**src/rtl/chord_gate_mixer.sv**
```systemverilog
// rtl/chord_gate_mixer.sv - gate conditioning, voice register file and saturating sample mixer
// Optional build macro: MIX_ATTENUATE_EN (mix output = accumulator >>> clog2(NUM_VOICES))
module chord_gate_mixer #(
  parameter int NUM_VOICES      = 3,
  parameter int DATA_BITS       = 12,
  parameter int FREQ_BITS       = 16,
  parameter int DEBOUNCE_CYCLES = 1000,
  parameter int GATE_ACTIVE_LOW = 1
) (
  input  logic                            clk,
  input  logic                            rst,
  input  logic                            gate_pin,
  input  logic                            wr_en,
  input  logic [$clog2(NUM_VOICES)-1:0]   wr_addr,
  input  logic [FREQ_BITS:0]              wr_data,
  output logic [NUM_VOICES*FREQ_BITS-1:0] tone_freq,
  output logic [NUM_VOICES-1:0]           voice_gate,
  output logic                            gate,
  output logic                            gate_rise,
  output logic                            gate_fall,
  input  logic                            sample_tick,
  input  logic [NUM_VOICES*DATA_BITS-1:0] voice_data,
  output logic [DATA_BITS-1:0]            dout,
  output logic                            dout_valid,
  output logic                            overrun
);

  localparam int   IW       = $clog2(NUM_VOICES);
  localparam int   AW       = DATA_BITS + IW;
  localparam int   CW       = $clog2(DEBOUNCE_CYCLES + 1);
  localparam logic PIN_IDLE = (GATE_ACTIVE_LOW != 0);

`ifndef MIX_ATTENUATE_EN
  localparam logic signed [AW-1:0] SAT_MAX = AW'((2 ** (DATA_BITS - 1)) - 1);
  localparam logic signed [AW-1:0] SAT_MIN = AW'(-(2 ** (DATA_BITS - 1)));
`endif

  typedef enum logic [1:0] {IDLE, ACCUM, OUT} state_t;

  // gate path state
  logic [1:0]    sync_q, sync_d;
  logic [CW-1:0] cnt_q, cnt_d;
  logic          gate_q, gate_d;
  logic          rise_q, rise_d;
  logic          fall_q, fall_d;
  logic          lvl;

  // register file state
  logic [FREQ_BITS-1:0]  freq_q [NUM_VOICES];
  logic [FREQ_BITS-1:0]  freq_d [NUM_VOICES];
  logic [NUM_VOICES-1:0] en_q, en_d;

  // mixer state
  state_t                state_q, state_d;
  logic [IW-1:0]         idx_q, idx_d;
  logic signed [AW-1:0]  acc_q, acc_d;
  logic [DATA_BITS-1:0]  hold_q [NUM_VOICES];
  logic [DATA_BITS-1:0]  hold_d [NUM_VOICES];
  logic [DATA_BITS-1:0]  dout_q, dout_d;
  logic                  valid_q, valid_d;
  logic                  overrun_q, overrun_d;
  logic [DATA_BITS-1:0]  cur;

  // synchronise the pin, normalise polarity and debounce into a clean gate with edge pulses
  always_comb begin
    sync_d = {sync_q[0], gate_pin};
    lvl    = sync_q[1] ^ PIN_IDLE;
    gate_d = gate_q;
    cnt_d  = cnt_q;
    rise_d = 1'b0;
    fall_d = 1'b0;
    if (lvl == gate_q) begin
      cnt_d = '0;
    end else if (cnt_q == CW'(DEBOUNCE_CYCLES - 1)) begin
      gate_d = lvl;
      cnt_d  = '0;
      rise_d = lvl;
      fall_d = ~lvl;
    end else begin
      cnt_d = cnt_q + CW'(1);
    end
  end

  // per-voice frequency/enable writes; out-of-range addresses are dropped
  always_comb begin
    freq_d = freq_q;
    en_d   = en_q;
    if (wr_en && (int'(wr_addr) < NUM_VOICES)) begin
      freq_d[wr_addr] = wr_data[FREQ_BITS-1:0];
      en_d[wr_addr]   = wr_data[FREQ_BITS];
    end
  end

  // mix pass: capture samples, accumulate one voice per clock, then limit and emit
  always_comb begin
    state_d   = state_q;
    idx_d     = idx_q;
    acc_d     = acc_q;
    hold_d    = hold_q;
    dout_d    = dout_q;
    valid_d   = 1'b0;
    overrun_d = overrun_q;
    cur       = hold_q[idx_q];
    case (state_q)
      IDLE: begin
        if (sample_tick) begin
          for (int i = 0; i < NUM_VOICES; i++) begin
            hold_d[i] = voice_data[i*DATA_BITS +: DATA_BITS];
          end
          acc_d   = '0;
          idx_d   = '0;
          state_d = ACCUM;
        end
      end
      ACCUM: begin
        if (sample_tick) overrun_d = 1'b1;
        if (en_q[idx_q]) acc_d = acc_q + {{IW{cur[DATA_BITS-1]}}, cur};
        if (idx_q == IW'(NUM_VOICES - 1)) begin
          state_d = OUT;
        end else begin
          idx_d = idx_q + IW'(1);
        end
      end
      OUT: begin
        if (sample_tick) overrun_d = 1'b1;
`ifdef MIX_ATTENUATE_EN
        dout_d = DATA_BITS'(acc_q >>> IW);
`else
        if (acc_q > SAT_MAX) begin
          dout_d = SAT_MAX[DATA_BITS-1:0];
        end else if (acc_q < SAT_MIN) begin
          dout_d = SAT_MIN[DATA_BITS-1:0];
        end else begin
          dout_d = acc_q[DATA_BITS-1:0];
        end
`endif
        valid_d = 1'b1;
        state_d = IDLE;
      end
      default: state_d = IDLE;
    endcase
  end

  // state registers; reset aborts any pass in flight
  always_ff @(posedge clk) begin
    if (rst) begin
      sync_q    <= {2{PIN_IDLE}};
      cnt_q     <= '0;
      gate_q    <= 1'b0;
      rise_q    <= 1'b0;
      fall_q    <= 1'b0;
      en_q      <= '0;
      state_q   <= IDLE;
      idx_q     <= '0;
      acc_q     <= '0;
      dout_q    <= '0;
      valid_q   <= 1'b0;
      overrun_q <= 1'b0;
      for (int i = 0; i < NUM_VOICES; i++) begin
        freq_q[i] <= '0;
        hold_q[i] <= '0;
      end
    end else begin
      sync_q    <= sync_d;
      cnt_q     <= cnt_d;
      gate_q    <= gate_d;
      rise_q    <= rise_d;
      fall_q    <= fall_d;
      en_q      <= en_d;
      state_q   <= state_d;
      idx_q     <= idx_d;
      acc_q     <= acc_d;
      dout_q    <= dout_d;
      valid_q   <= valid_d;
      overrun_q <= overrun_d;
      for (int i = 0; i < NUM_VOICES; i++) begin
        freq_q[i] <= freq_d[i];
        hold_q[i] <= hold_d[i];
      end
    end
  end

  // pack per-voice frequencies, voice 0 in the LSBs
  always_comb begin
    tone_freq = '0;
    for (int i = 0; i < NUM_VOICES; i++) begin
      tone_freq[i*FREQ_BITS +: FREQ_BITS] = freq_q[i];
    end
  end

  assign voice_gate = en_q & {NUM_VOICES{gate_q}};
  assign gate       = gate_q;
  assign gate_rise  = rise_q;
  assign gate_fall  = fall_q;
  assign dout       = dout_q;
  assign dout_valid = valid_q;
  assign overrun    = overrun_q;

endmodule
```
**config.mk**
```make
export PLATFORM = sky130hd
export DESIGN_NAME = chord_gate_mixer
export DESIGN_NICKNAME = d
export VERILOG_FILES = /design/src/rtl/chord_gate_mixer.sv
export SDC_FILE = /design/constraint.sdc
export NUM_CORES = 1
export LEC_CHECK = 0
export CAP_MARGIN = 30
export CORE_ASPECT_RATIO = 1.2
export CORE_MARGIN = 1.5
export CORE_UTILIZATION = 45
export DETAILED_ROUTE_END_ITERATION = 8
export GPL_TIMING_DRIVEN = 0
export HOLD_SLACK_MARGIN = 0.12
export MAX_ROUTING_LAYER = met4
export PLACE_DENSITY = 0.74
export SLEW_MARGIN = 30
export SYNTH_ARGS = -nofsm -noshare
export SYNTH_HDL_FRONTEND = slang
export SYNTH_SLANG_ARGS = --single-unit
```
**constraint.sdc**
```tcl
create_clock -name clk -period 3.81 [get_ports clk]
set_clock_uncertainty 0.05 [all_clocks]
set_input_delay 0.762 -clock clk [delete_from_list [all_inputs] [get_ports clk]]
set_output_delay 0.762 -clock clk [all_outputs]
set_load 0.01 [all_outputs]
```
==> results of run 1 <==
[metal layers]
| layer | up-vias | track usage | share of wire |
|---|---|---|---|
| met4 | 0 | 0.0996 | 0.020 |
| met2 | 135 | 0.387 | 0.48 |
| met3 | 22 | 0.0791 | 0.068 |
| li1 | 2746 | - | - |
| met5 | - | - | 0 |
| met1 | 2482 | 0.272 | 0.43 |
[flip-flops by register name, indices dropped and copies added, names as in the netlist]
name	flops
acc_q	14
cnt_q	10
dout	12
dout_valid	1
en_q	3
gate	1
gate_fall	1
gate_rise	1
hold_q	36
idx_q	2
overrun	1
state_q	2
sync_q	2
tone_freq	48
[layout by cell type, fill, tap and decap left out, types with 12 or more instances in the layout]
cell / Yosys / routed
ha_1: 18 / 18
nand3_1: 16 / 16
mux2i_1: 15 / 15
clkbuf_1: 35 / 36
clkdlybuf4s50_1: 0 / 127
clkbuf_16: 0 / 17
nand2b_1: 12 / 12
o21ai_0: 32 / 32
nand2_1: 215 / 215
a21oi_1: 118 / 118
nor2_1: 28 / 28
dfxtp_1: 134 / 134
[cells by family after synthesis]
group	synth area share
buffers and inverters	0.0364
and+or+nand+nor	0.232
xor gates and xnor gates	0.0256
muxes	0.0317
DFF	0.462
AOI/OAI and AO/OA	0.170
adders and majority gates	0.0422
[stage by stage]
stage / instance area, um2 / utilization / hold slack, ps / worst slack [ps]
detailed placement: 7280 / 0.578 / 345 / 281
finish: 7880 / 0.625 / 357 / 252
CTS: 7880 / 0.625 / 359 / 244
global placement: 7280 / 0.578 / 342 / 263
global route: 7880 / 0.625 / 400 / 69.7
floorplan: 5810 / - / 339 / 867
[path summary, 6_finish.rpt]
kind | start | end | slack, ps | depth (start not counted)
setup reg to reg | idx_q[0] | acc_q[13] | 250 | 12
hold reg to reg | sync_q[0] | sync_q[1] | 360 | 1
hold / removal | sync_q[0] | sync_q[1] | 360 | 1
setup / recovery | idx_q[0] | acc_q[13] | 250 | 12
[power breakdown]
part	internal, mW	leakage [nW]	switching, mW
registers	1.45	1.09	0.0291
logic	0.166	1.43	0.208
clock network	1.01	0.285	0.615
[final cells by class]
cell class              count  area, um2  share of cell area
multi-input cells         544       2910               0.370
flip-flops and latches    134       2680               0.340
well taps                 164        205              0.0260
plain buffers              42        166              0.0211
clock buffers              21        470              0.0597
clock inverters            11        124              0.0157
repair buffers            127       1270               0.161
inverters                  12       45.0             0.00572
[critical path, delay by kind of cell (launching register included)]
family,cells,cell delay (ps)
compound gates,7,1480
fa+ha+maj,1,350
buf+inv,2,760
flops,1,320
mux,2,530
==> impl_metrics.json, run 1 <==
{
  "cpPeakStageDelay_ps": 590,
  "root_buffer": "clkbuf_16",
  "post-cts-setup-buffer-count": 0,
  "start_kind": "flip-flop",
  "drtAntennaViolNets": 0,
  "synth_edf_count": 0,
  "initial_core_util": 0.461,
  "die_height_um": 127,
  "synth_nets": 811,
  "synth_area_leader_cell": "dfxtp_1",
  "crit_slowest_cell": "buf_1",
  "final-hold-violation-count": 0,
  "p_total_mw": 3.49,
  "max_freq_ghz": 0.281,
  "hold_class": "flip-flop to flip-flop",
  "vdd_drop_max_mv": 0.260,
  "worstPathMaxFanout": 10,
  "synth.most_common_cell": "nand2_1",
  "num_io_pins": 128,
  "drv_cap": 0,
  "dp.cells": 1023,
  "worst_pin_slew_ps": 752,
  "synth-seq-cells": 134,
  "slew_viol_final": 0,
  "avgSynthCellArea_um2": 7.93,
  "drt-total-wl_um": 15400,
  "post-route-drc-count": 0,
  "critPathKind": "flip-flop to flip-flop",
  "synth_warnings": 0,
  "wl_per_cell_um": 14.6,
  "areaGrowthSynthToFinish_pct": 35.7,
  "yosysSeqAreaShare": 0.462,
  "place_hpwl_um": 11300,
  "ys_types": 52,
  "cts_sinks": 134,
  "via_count": 5385,
  "fillers": 1141,
  "vias_per_cell": 5.10,
  "grt_overflow": 0,
  "globalplace.congestion": 0.906,
  "finalSetupTns_ps": 0,
  "dr.pass1.iters": 4,
  "cts.path.max_buffers": 2,
  "diodes": 0,
  "ys_async_sr_fraction": 0,
  "maxSlewHeadroom": 0.499,
  "path_clk_slew_ps": 60,
  "status": "complete, no violations",
  "synthTopCellsByCount": "215 x nand2_1, 134 x dfxtp_1, 118 x a21oi_1, 35 x clkbuf_1, 32 x o21ai_0",
  "grtUsageTotal": 0.240,
  "cp-end-kind": "flip-flop",
  "clock_latency_ps": 420,
  "powerDensity_nw_per_um2": 442,
  "crit_required_ps": 4110,
  "cts_resized": 0,
  "fin_crit_ps": 3560,
  "syn-cell-area_um2": 5810,
  "finalSetupViolCount": 0,
  "leakagePower_nw": 2.81,
  "rows": 45,
  "final_nets": 957,
  "antenna_found_initial": 0,
  "arrival_ps": 3860,
  "final_cells": 1055,
  "synthCells": 732,
  "synth.area.top_cells": "dfxtp_1 46%, nand2_1 14%, a21oi_1 10%",
  "h-tree-depth": 4,
  "drt_iter0_markers": 230,
  "dieArea_um2": 13600,
  "grt_max_degree": 17,
  "fp.coreArea_um2": 12600,
  "synth_top_cell_area_share": 0.462,
  "rsz0062_at_grt": "false",
  "post-route-period-util": 0.934,
  "synth-main-ff-cell": "dfxtp_1",
  "io_buffers": 127,
  "die_w_um": 107,
  "grt_pass1_wl_um": 24600,
  "final_layout_size_suffix_gt1_frac": 0.0539,
  "first_global_vias": 5115,
  "cts_tree": "yes",
  "cts_buffers": 17,
  "crit_chain": "buf_4 > buf_1 > mux2i_1 > o21ai_0 > ha_1 > a21o_1 > a21oi_1 > o21ai_2 > a31oi_1 > o31a_1 > mux2_2 > a22oi_2",
  "hold_buffers": 0
}
(Power assumes the default switching activity.)
==> inputs of run 2 (changes only) <==
CORE_MARGIN = 2   (was 1.5)
==> run 2 against run 1 <==
  * Fmax rose by 2.4%
  * Utilization rose by 0.27 points
  * Sequential power barely moved
  * Non-clock buffer count did not move
  * Hold slack improved by 1.3 ps
  * Worst setup slack improved by 84 ps
  * Combinational power barely moved
  * Global-route usage fell by 0.078 points
  * Routed wire length fell by 0.49%
  * Cell count fell by 0.19%
  * Largest cell class unchanged
==> impl_metrics.json, run 2 (synthesized netlist as in run 1, its figures left out) <==
{
  "status": "complete, no violations",
  "max_freq_ghz": 0.288,
  "antenna_found_initial": 0,
  "leakagePower_nw": 2.82,
  "final_nets": 957,
  "slew_viol_final": 0,
  "place_hpwl_um": 11400,
  "cp.buffers_inverters": 2,
  "power_frac_comb": 0.104,
  "swShare": 0.236,
  "finalSetupViolCount": 0,
  "worstPathMaxFanout": 10,
  "cp-end-kind": "flip-flop",
  "cts_sinks": 134,
  "dr.pass1.iters": 5,
  "cts_tree": "yes",
  "crit_required_ps": 4120,
  "maxSlewHeadroom": 0.510,
  "drt_iter0_markers": 230,
  "grt_pass1_wl_um": 24900,
  "vdd_drop_max_mv": 0.334,
  "die_w_um": 108,
  "timing.final.ws_setup_ps": 337,
  "crit_slowest_cell": "buf_1",
  "dp.cells": 1023,
  "hold_class": "flip-flop to flip-flop",
  "areaGrowthSynthToFinish_pct": 36.2,
  "crit_chain": "buf_4 > buf_1 > mux2i_1 > o21ai_0 > ha_1 > a21o_1 > a21oi_1 > o21ai_2 > a31oi_1 > o31a_1 > mux2_2 > a22oi_2",
  "drtAntennaViolNets": 0,
  "first_global_vias": 5179,
  "whs_ps": 358,
  "via_count": 5344,
  "drt-total-wl_um": 15300,
  "p_clk_frac": 0.483,
  "arrival_ps": 3780,
  "path_clk_slew_ps": 60,
  "final_cells": 1053,
  "final_util": 0.627,
  "cpPeakStageDelay_ps": 580,
  "final-hold-violation-count": 0,
  "fp.coreArea_um2": 12600,
  "fillers": 1130,
  "hold_buffers": 0,
  "pre_cts_slack_ps": 328,
  "cts_buffers": 17,
  "post-route-period-util": 0.912,
  "final_common_cell": "nand2_1",
  "worst_pin_slew_ps": 735,
  "clock_latency_ps": 430,
  "cts_resized": 0,
  "post-route-drc-count": 0,
  "final_cell_mix": "215 x nand2_1, 134 x dfxtp_1, 127 x clkdlybuf4s50_1",
  "p_seq_frac": 0.413,
  "dieArea_um2": 13800,
  "wl_per_cell_um": 14.5,
  "globalplace.congestion": 0.886,
  "stdcell_area_um2": 7910,
  "cpLargestDelayFamily": "compound AO/OA/AOI/OAI gates",
  "start_kind": "flip-flop",
  "grt_max_degree": 17,
  "final_layout_size_suffix_gt1_frac": 0.0529,
  "grtUsageTotal": 0.239,
  "io_buffers": 127,
  "critPathKind": "flip-flop to flip-flop",
  "p_int_mw": 2.74,
  "die_height_um": 128,
  "largest_register_ffs": 48,
  "p_total_mw": 3.59,
  "vias_per_cell": 5.08,
  "drv_cap": 0,
  "cts.path.max_buffers": 2,
  "rows": 45,
  "initial_core_util": 0.461,
  "grt_overflow": 0,
  "placed_area_um2": 7280,
  "root_buffer": "clkbuf_16",
  "powerDensity_nw_per_um2": 454,
  "h-tree-depth": 4,
  "rsz0062_at_grt": "false",
  "fin_crit_ps": 3470,
  "diodes": 0,
  "num_io_pins": 128,
  "p_sw_mw": 0.847,
  "post-cts-setup-buffer-count": 0,
  "finalSetupTns_ps": 0
}
-- run 2: cell type report --
cell class / instances / area, um2 / area share
clock buffers: 19 / 453 / 0.0572
inverters: 12 / 45.0 / 0.00569
clock inverters: 11 / 175 / 0.0221
plain buffers: 42 / 166 / 0.0210
multi-input cells: 544 / 2910 / 0.368
well taps: 164 / 205 / 0.0259
flip-flops and latches: 134 / 2680 / 0.339
repair buffers: 127 / 1270 / 0.161
-- run 2: routing by layer --
layer	up-vias	track usage	part of all wire
met5	-	-	0
met4	0	0.0867	0.018
met3	27	0.0927	0.077
met2	132	0.385	0.49
met1	2441	0.269	0.41
li1	2744	-	-
-- run 2: power groups by stage --
| stage | registers (mW) | logic [mW] | clock network (mW) |
|---|---|---|---|
| floorplan | 1.51 | 0.197 | 0 |
| global placement | 1.51 | 0.368 | 0 |
| detailed placement | 1.51 | 0.370 | 0 |
| CTS | 1.48 | 0.375 | 1.76 |
| global route | 1.49 | 0.415 | 1.83 |
| finish | 1.48 | 0.373 | 1.74 |
-- run 2: worst paths after layout --
check | end | cells after the start | start | slack (ps)
min reg2reg | sync_q[1] | 1 | sync_q[0] | 360
max | acc_q[13] | 12 | idx_q[0] | 340
max reg2reg | acc_q[13] | 12 | idx_q[0] | 340
min | sync_q[1] | 1 | sync_q[0] | 360
-- run 2: worst register-to-register path, delay by kind of cell (launching register included) --
family / cells / cell delay, ps
compound gates: 7 / 1430
mux: 2 / 540
fa+ha+maj: 1 / 340
flops: 1 / 300
buf+inv: 2 / 740
